`config.mk`:
```
export PLATFORM = sky130hd
export DESIGN_NAME = mul_div_unit
export DESIGN_NICKNAME = d
export VERILOG_FILES = /design/src/rtl/mdu_pkg.sv /design/src/rtl/mdu_sign_adjust.sv /design/src/rtl/mul_div_unit.sv
export SDC_FILE = /design/constraint.sdc
export NUM_CORES = 1
export LEC_CHECK = 0
export ABC_AREA = 1
export ABC_CLOCK_PERIOD_IN_PS = 5700
export BUFFER_PORTS_ARGS = -buffer_cell sky130_fd_sc_hd__buf_2
export CORE_MARGIN = 4
export CORE_UTILIZATION = 52
export CTS_BUF_LIST = sky130_fd_sc_hd__clkbuf_2
export CTS_CLUSTER_DIAMETER = 200
export CTS_CLUSTER_SIZE = 8
export DETAILED_ROUTE_END_ITERATION = 8
export GPL_TIMING_DRIVEN = 0
export PLACE_DENSITY = 0.72
export SYNTH_ARGS = -nofsm -noshare
export SYNTH_HDL_FRONTEND = slang
export SYNTH_HIERARCHICAL = 1
export SYNTH_SLANG_ARGS = --single-unit
```
`constraint.sdc`:
```
create_clock -name clk -period 5.7 [get_ports clk]
set_input_delay 1.71 -clock clk [delete_from_list [all_inputs] [get_ports clk]]
set_output_delay 1.71 -clock clk [all_outputs]
set_load 0.03 [all_outputs]
```
`src/rtl/mdu_pkg.sv`:
```
// Shared constants for the iterative multiply/divide unit: RV32M funct3
// encodings, controller state encoding and the iteration count.
package mdu_pkg;

  localparam int ITER = 32;

  localparam logic [2:0] OP_MUL    = 3'b000;
  localparam logic [2:0] OP_MULH   = 3'b001;
  localparam logic [2:0] OP_MULHSU = 3'b010;
  localparam logic [2:0] OP_MULHU  = 3'b011;
  localparam logic [2:0] OP_DIV    = 3'b100;
  localparam logic [2:0] OP_DIVU   = 3'b101;
  localparam logic [2:0] OP_REM    = 3'b110;
  localparam logic [2:0] OP_REMU   = 3'b111;

  typedef enum logic [1:0] {
    IDLE = 2'd0,
    BUSY = 2'd1,
    DONE = 2'd2
  } state_t;

  // funct3[2] separates the divide group from the multiply group
  function automatic logic is_div(input logic [2:0] f3);
    return f3[2];
  endfunction

endpackage

```
`src/rtl/mdu_sign_adjust.sv`:
```
// Combinational sign handling: operand magnitudes on the way in, and
// sign restoration of the unsigned iteration result on the way out.
module mdu_sign_adjust
  import mdu_pkg::*;
#(
  parameter int XLEN = 32
) (
  input  logic [2:0]        op_in,
  input  logic [XLEN-1:0]   a,
  input  logic [XLEN-1:0]   b,
  output logic [XLEN-1:0]   a_mag,
  output logic [XLEN-1:0]   b_mag,
  output logic              a_neg,
  output logic              b_neg,
  input  logic [2:0]        res_op,
  input  logic [2*XLEN-1:0] raw,
  input  logic              raw_a_neg,
  input  logic              raw_b_neg,
  input  logic              raw_b_zero,
  output logic [XLEN-1:0]   res
);

  logic              a_signed;
  logic              b_signed;
  logic [2*XLEN-1:0] prod;
  logic [XLEN-1:0]   quot;
  logic [XLEN-1:0]   rem;

  // Operand magnitudes; unsigned operands pass through untouched
  always_comb begin
    a_signed = (op_in == OP_MULH) || (op_in == OP_MULHSU) ||
               (op_in == OP_DIV)  || (op_in == OP_REM);
    b_signed = (op_in == OP_MULH) || (op_in == OP_DIV) || (op_in == OP_REM);
    a_neg    = a_signed & a[XLEN-1];
    b_neg    = b_signed & b[XLEN-1];
    a_mag    = a_neg ? (~a + 1'b1) : a;
    b_mag    = b_neg ? (~b + 1'b1) : b;
  end

  // Result sign fix-up; a zero divisor keeps the all-ones quotient unsigned
  always_comb begin
    prod = (raw_a_neg ^ raw_b_neg) ? (~raw + 1'b1) : raw;
    quot = raw[XLEN-1:0];
    rem  = raw[2*XLEN-1:XLEN];
    res  = '0;
    case (res_op)
      OP_MUL:                       res = prod[XLEN-1:0];
      OP_MULH, OP_MULHSU, OP_MULHU: res = prod[2*XLEN-1:XLEN];
      OP_DIV, OP_DIVU:              res = ((raw_a_neg ^ raw_b_neg) && !raw_b_zero) ?
                                          (~quot + 1'b1) : quot;
      default:                      res = raw_a_neg ? (~rem + 1'b1) : rem;
    endcase
  end

endmodule

```
`src/rtl/mul_div_unit.sv`:
```
// Iterative RV32M multiply/divide unit: 32-step shift-add multiply and
// restoring divide sharing one 64-bit accumulator.
//
// state | meaning
// IDLE  | waiting for start; operands latched when start is seen
// BUSY  | one shift-add / restoring-subtract step per cycle, 32 steps
// DONE  | Result valid, done pulses for this single cycle
module mul_div_unit
  import mdu_pkg::*;
#(
  parameter int XLEN = 32
) (
  input  logic            clk,
  input  logic            rst,
  input  logic            start,
  input  logic [2:0]      op,
  input  logic [XLEN-1:0] A,
  input  logic [XLEN-1:0] B,
  output logic            busy,
  output logic            done,
  output logic [XLEN-1:0] Result,
  output logic            Zero
);

  state_t            state;
  logic [5:0]        cnt;
  logic [2*XLEN-1:0] acc;
  logic [2*XLEN-1:0] next_acc;
  logic [XLEN-1:0]   opnd;
  logic [2:0]        op_q;
  logic              a_neg_q;
  logic              b_neg_q;
  logic              b_zero_q;

  logic [XLEN-1:0]   a_mag;
  logic [XLEN-1:0]   b_mag;
  logic              a_neg;
  logic              b_neg;
  logic [XLEN-1:0]   res;

  logic [XLEN:0]     mul_sum;
  logic [XLEN:0]     div_hi;
  logic [XLEN:0]     div_diff;

  mdu_sign_adjust #(.XLEN(XLEN)) u_sign (
    .op_in      (op),
    .a          (A),
    .b          (B),
    .a_mag      (a_mag),
    .b_mag      (b_mag),
    .a_neg      (a_neg),
    .b_neg      (b_neg),
    .res_op     (op_q),
    .raw        (next_acc),
    .raw_a_neg  (a_neg_q),
    .raw_b_neg  (b_neg_q),
    .raw_b_zero (b_zero_q),
    .res        (res)
  );

  // One iteration step: multiply adds into the high half and shifts right,
  // divide shifts left and keeps the trial subtraction when it does not borrow
  always_comb begin
    mul_sum  = {1'b0, acc[2*XLEN-1:XLEN]} +
               (acc[0] ? {1'b0, opnd} : {(XLEN+1){1'b0}});
    div_hi   = acc[2*XLEN-1:XLEN-1];
    div_diff = div_hi - {1'b0, opnd};
    if (is_div(op_q)) begin
      if (div_diff[XLEN])
        next_acc = {div_hi[XLEN-1:0], acc[XLEN-2:0], 1'b0};
      else
        next_acc = {div_diff[XLEN-1:0], acc[XLEN-2:0], 1'b1};
    end else begin
      next_acc = {mul_sum, acc[XLEN-1:1]};
    end
  end

  // Controller; Result is loaded from the final step so it appears with done
  always_ff @(posedge clk or posedge rst) begin
    if (rst) begin
      state    <= IDLE;
      cnt      <= '0;
      acc      <= '0;
      opnd     <= '0;
      op_q     <= '0;
      a_neg_q  <= 1'b0;
      b_neg_q  <= 1'b0;
      b_zero_q <= 1'b0;
      busy     <= 1'b0;
      done     <= 1'b0;
      Result   <= '0;
    end else begin
      case (state)
        IDLE: begin
          if (start) begin
            op_q     <= op;
            a_neg_q  <= a_neg;
            b_neg_q  <= b_neg;
            b_zero_q <= (B == '0);
            acc      <= is_div(op) ? {{XLEN{1'b0}}, a_mag} : {{XLEN{1'b0}}, b_mag};
            opnd     <= is_div(op) ? b_mag : a_mag;
            cnt      <= 6'(ITER - 1);
            busy     <= 1'b1;
            state    <= BUSY;
          end
        end
        BUSY: begin
          acc <= next_acc;
          if (cnt == '0) begin
            Result <= res;
            busy   <= 1'b0;
            done   <= 1'b1;
            state  <= DONE;
          end else begin
            cnt <= cnt - 1'b1;
          end
        end
        DONE: begin
          done  <= 1'b0;
          state <= IDLE;
        end
        default: begin
          busy  <= 1'b0;
          done  <= 1'b0;
          state <= IDLE;
        end
      endcase
    end
  end

  assign Zero = (Result == '0);

endmodule

```
Word level (Yosys, flattened, before mapping). Cells that the tools add are included.

Divide/modulo/power cells: 0. $lt $le $gt $ge: 0. $add $sub $neg: 8. Mux-type cells: 24. Multipliers: 0. Reductions and logical operators: 22. Eq/ne operators: 14. Shift-type cells: 0. Bitwise gates (word level): 10.

Operators with widths (count): two-way mux 64 bit (4); two-way mux 32 bit (7); adder 32 x 1 -> 32 bit, second input constant (4); NOT 32 bit (4); case mux 64 bit (2 select lines) (1); case mux 32 bit (3 select lines) (1); adder 64 x 1 -> 64 bit, second input constant (1); zero test 32 bit (2); NOT 64 bit (1); adder 32 x 32 -> 33 bit (1); subtractor 33 x 32 -> 33 bit (1); equality test 3 bit, second input constant (4); two-way mux 6 bit (2); case mux 6 bit (2 select lines) (1); AND reduction 2 bit (5); equality test 3 x 2 -> 1 bit, second input constant (3); equality test 3 x 1 -> 1 bit, second input constant (2); zero test 6 bit (1); inequality test 2 bit, second input constant (3); AND reduction 3 bit (2); subtractor 6 x 1 -> 6 bit, second input constant (1); logical OR 1 bit (5); two-way mux 2 bit (2); case mux 2 bit (2 select lines) (1); other kinds (15) (19).

Flip-flop bits (word level): 144. Output and inout port bits: 35. Bits in latches: 0. Bits of input ports: 70. Memories kept: 0. Memory bits (read-only): 0. Memory bits (writable): 0. Logic and storage cells: 89.

Longest topological paths before layout.
Word-level depth: 9. Gate-level depth with buffers: 31. Mapped depth without buffers: 30.

Cells and area by module. The synthesis kept the hierarchy.

By module, submodules not included: mul_div_unit (seq. area each 3603.5 µm², area each 12388.1 µm², times used 1, cells each 2033); mdu_sign_adjust (seq. area each 0.0 µm², area each 5537.8 µm², times used 1, cells each 1183).

Worst setup path after synthesis. Ideal clock, no wire load.

Kind: register to register. Start point: register opnd[0]. End point: register Result[24]. Stages on the path, launching flop included: 30. Arrival: 3.323 ns. Required time: 5.582 ns. Setup slack: 2.259 ns. Library setup time: 0.118 ns. Period minus slack after synthesis: 3.441 ns. Path through: dfrtp_1 ha_1 fa_1 inv_1 nand2_1 nand2_1 nand3_2 nand2_2 nand2_2 nand2_2 nand2_2 nand3_1 nand2_4 buf_4 nand2_1 nand3_1 and2_1 inv_1 ha_1 nand3_1 nor2_2 nand2_1 nor2_1 nand2_1 nand2_1 nand2_1 nand3_1 nand3_1 nand2_1 nand2_1.

Cells in the longest elaborated chain, start to end: 7. Elaborated cells on any way between the ends: 15. Classes of those cells: add/sub (5); mux (7); bitwise (3).

RTL lines: start, declared (line mul_div_unit.sv:29) `logic [XLEN-1:0] opnd;`; start signal, assigned (line mul_div_unit.sv:101) `opnd <= is_div(op) ? b_mag : a_mag;`; subtractor 33 x 32 -> 33 bit or two-way mux 32 bit (tied branches) (line mul_div_unit.sv:67, mul_div_unit.sv:65); two-way mux 64 bit or adder 32 x 32 -> 33 bit (tied branches) (line mul_div_unit.sv:69, mul_div_unit.sv:64); two-way mux 64 bit * (line mul_div_unit.sv:68) `if (is_div(op_q)) begin`; net next_acc[33] (line mul_div_unit.sv:28) `logic [2*XLEN-1:0] next_acc;`; NOT 64 bit or NOT 32 bit (tied branches) (line mdu_sign_adjust.sv:42, mdu_sign_adjust.sv:51); adder 64 x 1 -> 64 bit or adder 32 x 1 -> 32 bit (tied branches) (line mdu_sign_adjust.sv:42, mdu_sign_adjust.sv:51); two-way mux 64 bit or two-way mux 32 bit (tied branches) (line mdu_sign_adjust.sv:42, mdu_sign_adjust.sv:51); case mux 32 bit (3 select lines) * (line mdu_sign_adjust.sv:46) `case (res_op)`; net res[24] (line mul_div_unit.sv:39) `logic [XLEN-1:0] res;`; end signal, assigned (line mul_div_unit.sv:110) `Result <= res;`; end, declared (line mul_div_unit.sv:21) `output logic [XLEN-1:0] Result,`.

Mark *: on every way through the listed nets, which the timed path passes. The rest lies on a longest branch. A chain may end at the register's enable or synchronous reset.

Final worst setup path.
Start point: register acc[0]. End point: register Result[31].

Cells in the longest elaborated chain, start to end: 7. Elaborated cells on any way between the ends: 14. Classes of those cells: add/sub (4); mux (7); bitwise (3).

RTL lines: start, declared (line mul_div_unit.sv:27) `logic [2*XLEN-1:0] acc;`; start signal, assigned (line mul_div_unit.sv:100) `acc <= is_div(op) ? {{XLEN{1'b0}}, a_mag} : {{XLEN{1'b0}}, b_mag};`; start signal, assigned (line mul_div_unit.sv:108) `acc <= next_acc;`; two-way mux 32 bit * (line mul_div_unit.sv:65) `(acc[0] ? {1'b0, opnd} : {(XLEN+1){1'b0}});`; adder 32 x 32 -> 33 bit * (line mul_div_unit.sv:64) `mul_sum = {1'b0, acc[2*XLEN-1:XLEN]} +`; two-way mux 64 bit * (line mul_div_unit.sv:68); net next_acc[49] (line mul_div_unit.sv:28); NOT 64 bit or NOT 32 bit (tied branches) (line mdu_sign_adjust.sv:42, mdu_sign_adjust.sv:51); adder 64 x 1 -> 64 bit or adder 32 x 1 -> 32 bit (tied branches) (line mdu_sign_adjust.sv:42, mdu_sign_adjust.sv:51); two-way mux 64 bit or two-way mux 32 bit (tied branches) (line mdu_sign_adjust.sv:42, mdu_sign_adjust.sv:51); case mux 32 bit (3 select lines) * (line mdu_sign_adjust.sv:46); net res[31] (line mul_div_unit.sv:39).

Marked as above.

==> metrics.yaml <==
synth:
  syn_area_mm2: 0.01793
  ys_seq_area_frac: 0.2010
  netlist.area_leader.share: 0.2534
  syn_inst: 3216
  synth_xor_area_frac: 0.04488
  yosys_warnings: 6
  syn_nets: 3358
  muxShareOfSynthArea: 0.001117
  synth_area_leaders: "nand2_1 25%, dfrtp_1 20%, inv_1 9.2%, nand3_1 8.5%, nor2_1 7.0%"
  synth_compound_area_frac: 0.1103
  synth_seq_cells: 144
  synth.distinct_cells: 53
  synth_top_cell_by_area: "nand2_1"
  postSynthAreaPerCell_um2: 5.574
  synthSimpleGateAreaFrac: 0.4692
  yosys.area_share.adder: 0.05109
  synth_top_family_by_area: "simple AND/OR/NAND/NOR gates"
flow_run:
  cap_violations: 0
clock_tree:
  cts-root-to-sink-buffers: 2
  cts_resized: 0
  post_cts_buffers: 0
  clkTransAtPathRegs_ns: 0.28
  cts.hold.buffers_added: 0
  cts_sinks: 144
  root_buffer: "clkbuf_2"
  cts_tree: "yes"
  cts_made_buffers: 17
  clk-insertion-delay-late_ns: 0.87
  htreeDepth: 4
route:
  vias_per_cell: 5.820
  routed_wl_mm: 75.76
  first_iter_violations: 2657
  drc: 0
  ant_nets: 0
  wl_per_cell_um: 19.93
  firstDrtPassIters: 6
  via_count: 22130
placement:
  io_buffers: 104
  hpwl_mm: 62.93
  gp_congestion: 1.057
  place_area_mm2: 0.01904
sta:
  slew_viol_final: 0
  fin_skew_ns: 0.04731
  fin_crit_ns: 5.296
  tns_ns: 0
  max_freq_mhz: 188.8
  finalCritPeriodShare: 0.9290
  worst_pin_slew_ns: 0.9923
  finalSetupViolCount: 0
  hold_viol: 0
  rsz0062_at_grt: "false"
  max_slew_margin: 0.3315
floorplan:
  start_util: 0.5306
  rows: 67
  io-pin-count: 105
  core_area_mm2: 0.03378
  die_h_um: 193.7
  fp.dieW_um: 193.7
  dieArea_mm2: 0.03751
worst_setup_path:
  reg2regPathDepth: 27
  crit_path_max_fanout: 10
  critical_path_class: "reg -> reg"
  endpoint_kind: "register"
  reg2reg_slack_ns: 0.40
  reg2reg_from: "acc[0]"
  timing.rr.end: "Result[31]"
  cp.required_ns: 6.49
  cp.arrival_ns: 6.09
  cp-start-kind: "register"
layout:
  fin_util: 0.5709
  fin_area_mm2: 0.01929
  fill_cells: 3542
  nets: 3482
  syn_to_final_growth_pct: 7.594
  drive_gt1_frac: 0.07128
global_route:
  grt-ovfl-total: 0
  grt_pass1_wl_mm: 114.0
  grt_pass1_vias: 20130
  grt_usage: 0.3875
  antenna_found_initial: 2
  grt_start_max_net_pins: 84
hold_path:
  min_path_cells: 1
  hp-class: "reg -> reg"
  worst_hold_startpoint: "state[0]"
  min_to: "busy"
outcome:
  status: "finished, final reports clean"
-- critical path: stages, from the launching register on --
cell,delay [ns]
dfrtp_1,0.39
clkbuf_1,0.50
clkbuf_1,0.45
nand2_1,0.09
inv_1,0.07
ha_1,0.18
fa_1,0.20
nand2_1,0.09
o21ai_1,0.25
a21oi_1,0.19
o21bai_1,0.38
nand3_1,0.16
nand2_1,0.09
nand2_1,0.05
nand3_1,0.06
nand2_1,0.19
inv_1,0.20
nand3_1,0.24
nor2_1,0.42
nand2_1,0.22
nor2_1,0.18
nor2_1,0.05
nand2_1,0.08
nand2_1,0.06
nand2_1,0.06
nand3_1,0.16
nand2_1,0.13
nand2_1,0.06
-- flip-flops by register name, indices dropped and copies added (netlist names) --
register	cells
cnt	6
state	2
Result	32
acc	64
a_neg_q	1
busy	1
opnd	32
b_neg_q	1
b_zero_q	1
done	1
op_q	3
-- layout by cell type (no fill, tap or decap), drive strengths merged, types with 17 or more instances in the layout --
cell type / netlist / routed
nand2: 1236 / 1236
inv: 456 / 459
nor2: 352 / 352
nand3: 309 / 309
dfrtp: 144 / 144
buf: 37 / 142
o21ai: 141 / 141
a21oi: 93 / 93
xor2: 81 / 81
clkbuf: 59 / 76
ha: 70 / 70
o211ai: 43 / 43
nand4: 28 / 28
nor3: 28 / 28
and2: 23 / 23
nor4: 18 / 18
a31oi: 17 / 17
-- worst max-delay path by stage --
stage           start         end  slack [ns]
3_3_place_gp      rst    opnd[11]       -1.57
4_1_cts        acc[0]  Result[31]        0.74
6_report       acc[0]  Result[31]        0.40
3_5_place_dp   acc[0]  Result[31]        0.77
5_1_grt        acc[0]  Result[31]        0.13
2_1_floorplan     rst   Result[0]        0.12
-- cell families (layout without fill, tap and decap cells) --
group           after synthesis  count (layout)
simple gates               2014            2014
buf+inv                     553             690
compound gates              340             340
flops                       144             144
xor+xnor                     91              91
fa+ha+maj                    72              72
mux                           2               2
other cells                   0               1
-- metal layers --
| metal | GRT usage | part of all wire |
|---|---|---|
| met1 | 0.5143 | 0.39 |
| met2 | 0.5971 | 0.42 |
| met3 | 0.09348 | 0.12 |
| met4 | 0.1817 | 0.061 |
| met5 | 0 | 0.00017 |
-- per-stage QoR --
step           setup WS (ns)  cells  hold WS (ns)
2_1_floorplan         0.1237   3216        0.4224
3_3_place_gp          -1.573   3768        0.4372
3_5_place_dp          0.7734   3769        0.4576
4_1_cts               0.7374   3801        0.4774
5_1_grt               0.1296   3802        0.4974
6_report              0.4044   3802        0.4819
-- synth_stat cells (all sizes together) --
| master | number |
|---|---|
| a21o | 12 |
| a31oi | 17 |
| o21ai | 141 |
| or3 | 1 |
| nor3 | 28 |
| or2 | 4 |
| a22oi | 1 |
| buf | 37 |
| inv | 456 |
| nor4 | 18 |
| o31ai | 3 |
| o221ai | 3 |
| o311ai | 12 |
| nor2 | 352 |
| and3 | 4 |
| xor2 | 81 |
| and2 | 23 |
| fa | 2 |
| nand2 | 1236 |
| a21oi | 93 |
| nand4 | 28 |
| clkinv | 1 |
| clkbuf | 59 |
| nand3 | 309 |
| a21boi | 1 |
| a211oi | 2 |
| nand3b | 11 |
| dfrtp | 144 |
| mux2i | 2 |
| o22ai | 2 |
| o211ai | 43 |
| ha | 70 |
| o21bai | 6 |
| xnor2 | 10 |
| o21a | 4 |
-- final cells by class --
cell class | instances | area, um2 | share of cell area
Antenna cell | 1 | 2.502 | 0.0001297
Buffer | 96 | 476.7 | 0.02472
Clock buffer | 17 | 85.08 | 0.004411
Clock inverter | 15 | 160.2 | 0.008304
Inverter | 457 | 1723 | 0.08933
Multi-Input combinational cell | 2519 | 12130 | 0.6288
Sequential cell | 144 | 3603 | 0.1868
Tap cell | 448 | 560.5 | 0.02906
Timing Repair Buffer | 105 | 548.0 | 0.02841
Power is left out: the tool's default activity adds up to more than one toggle a clock period on the data nets, which glitch-free logic cannot reach.
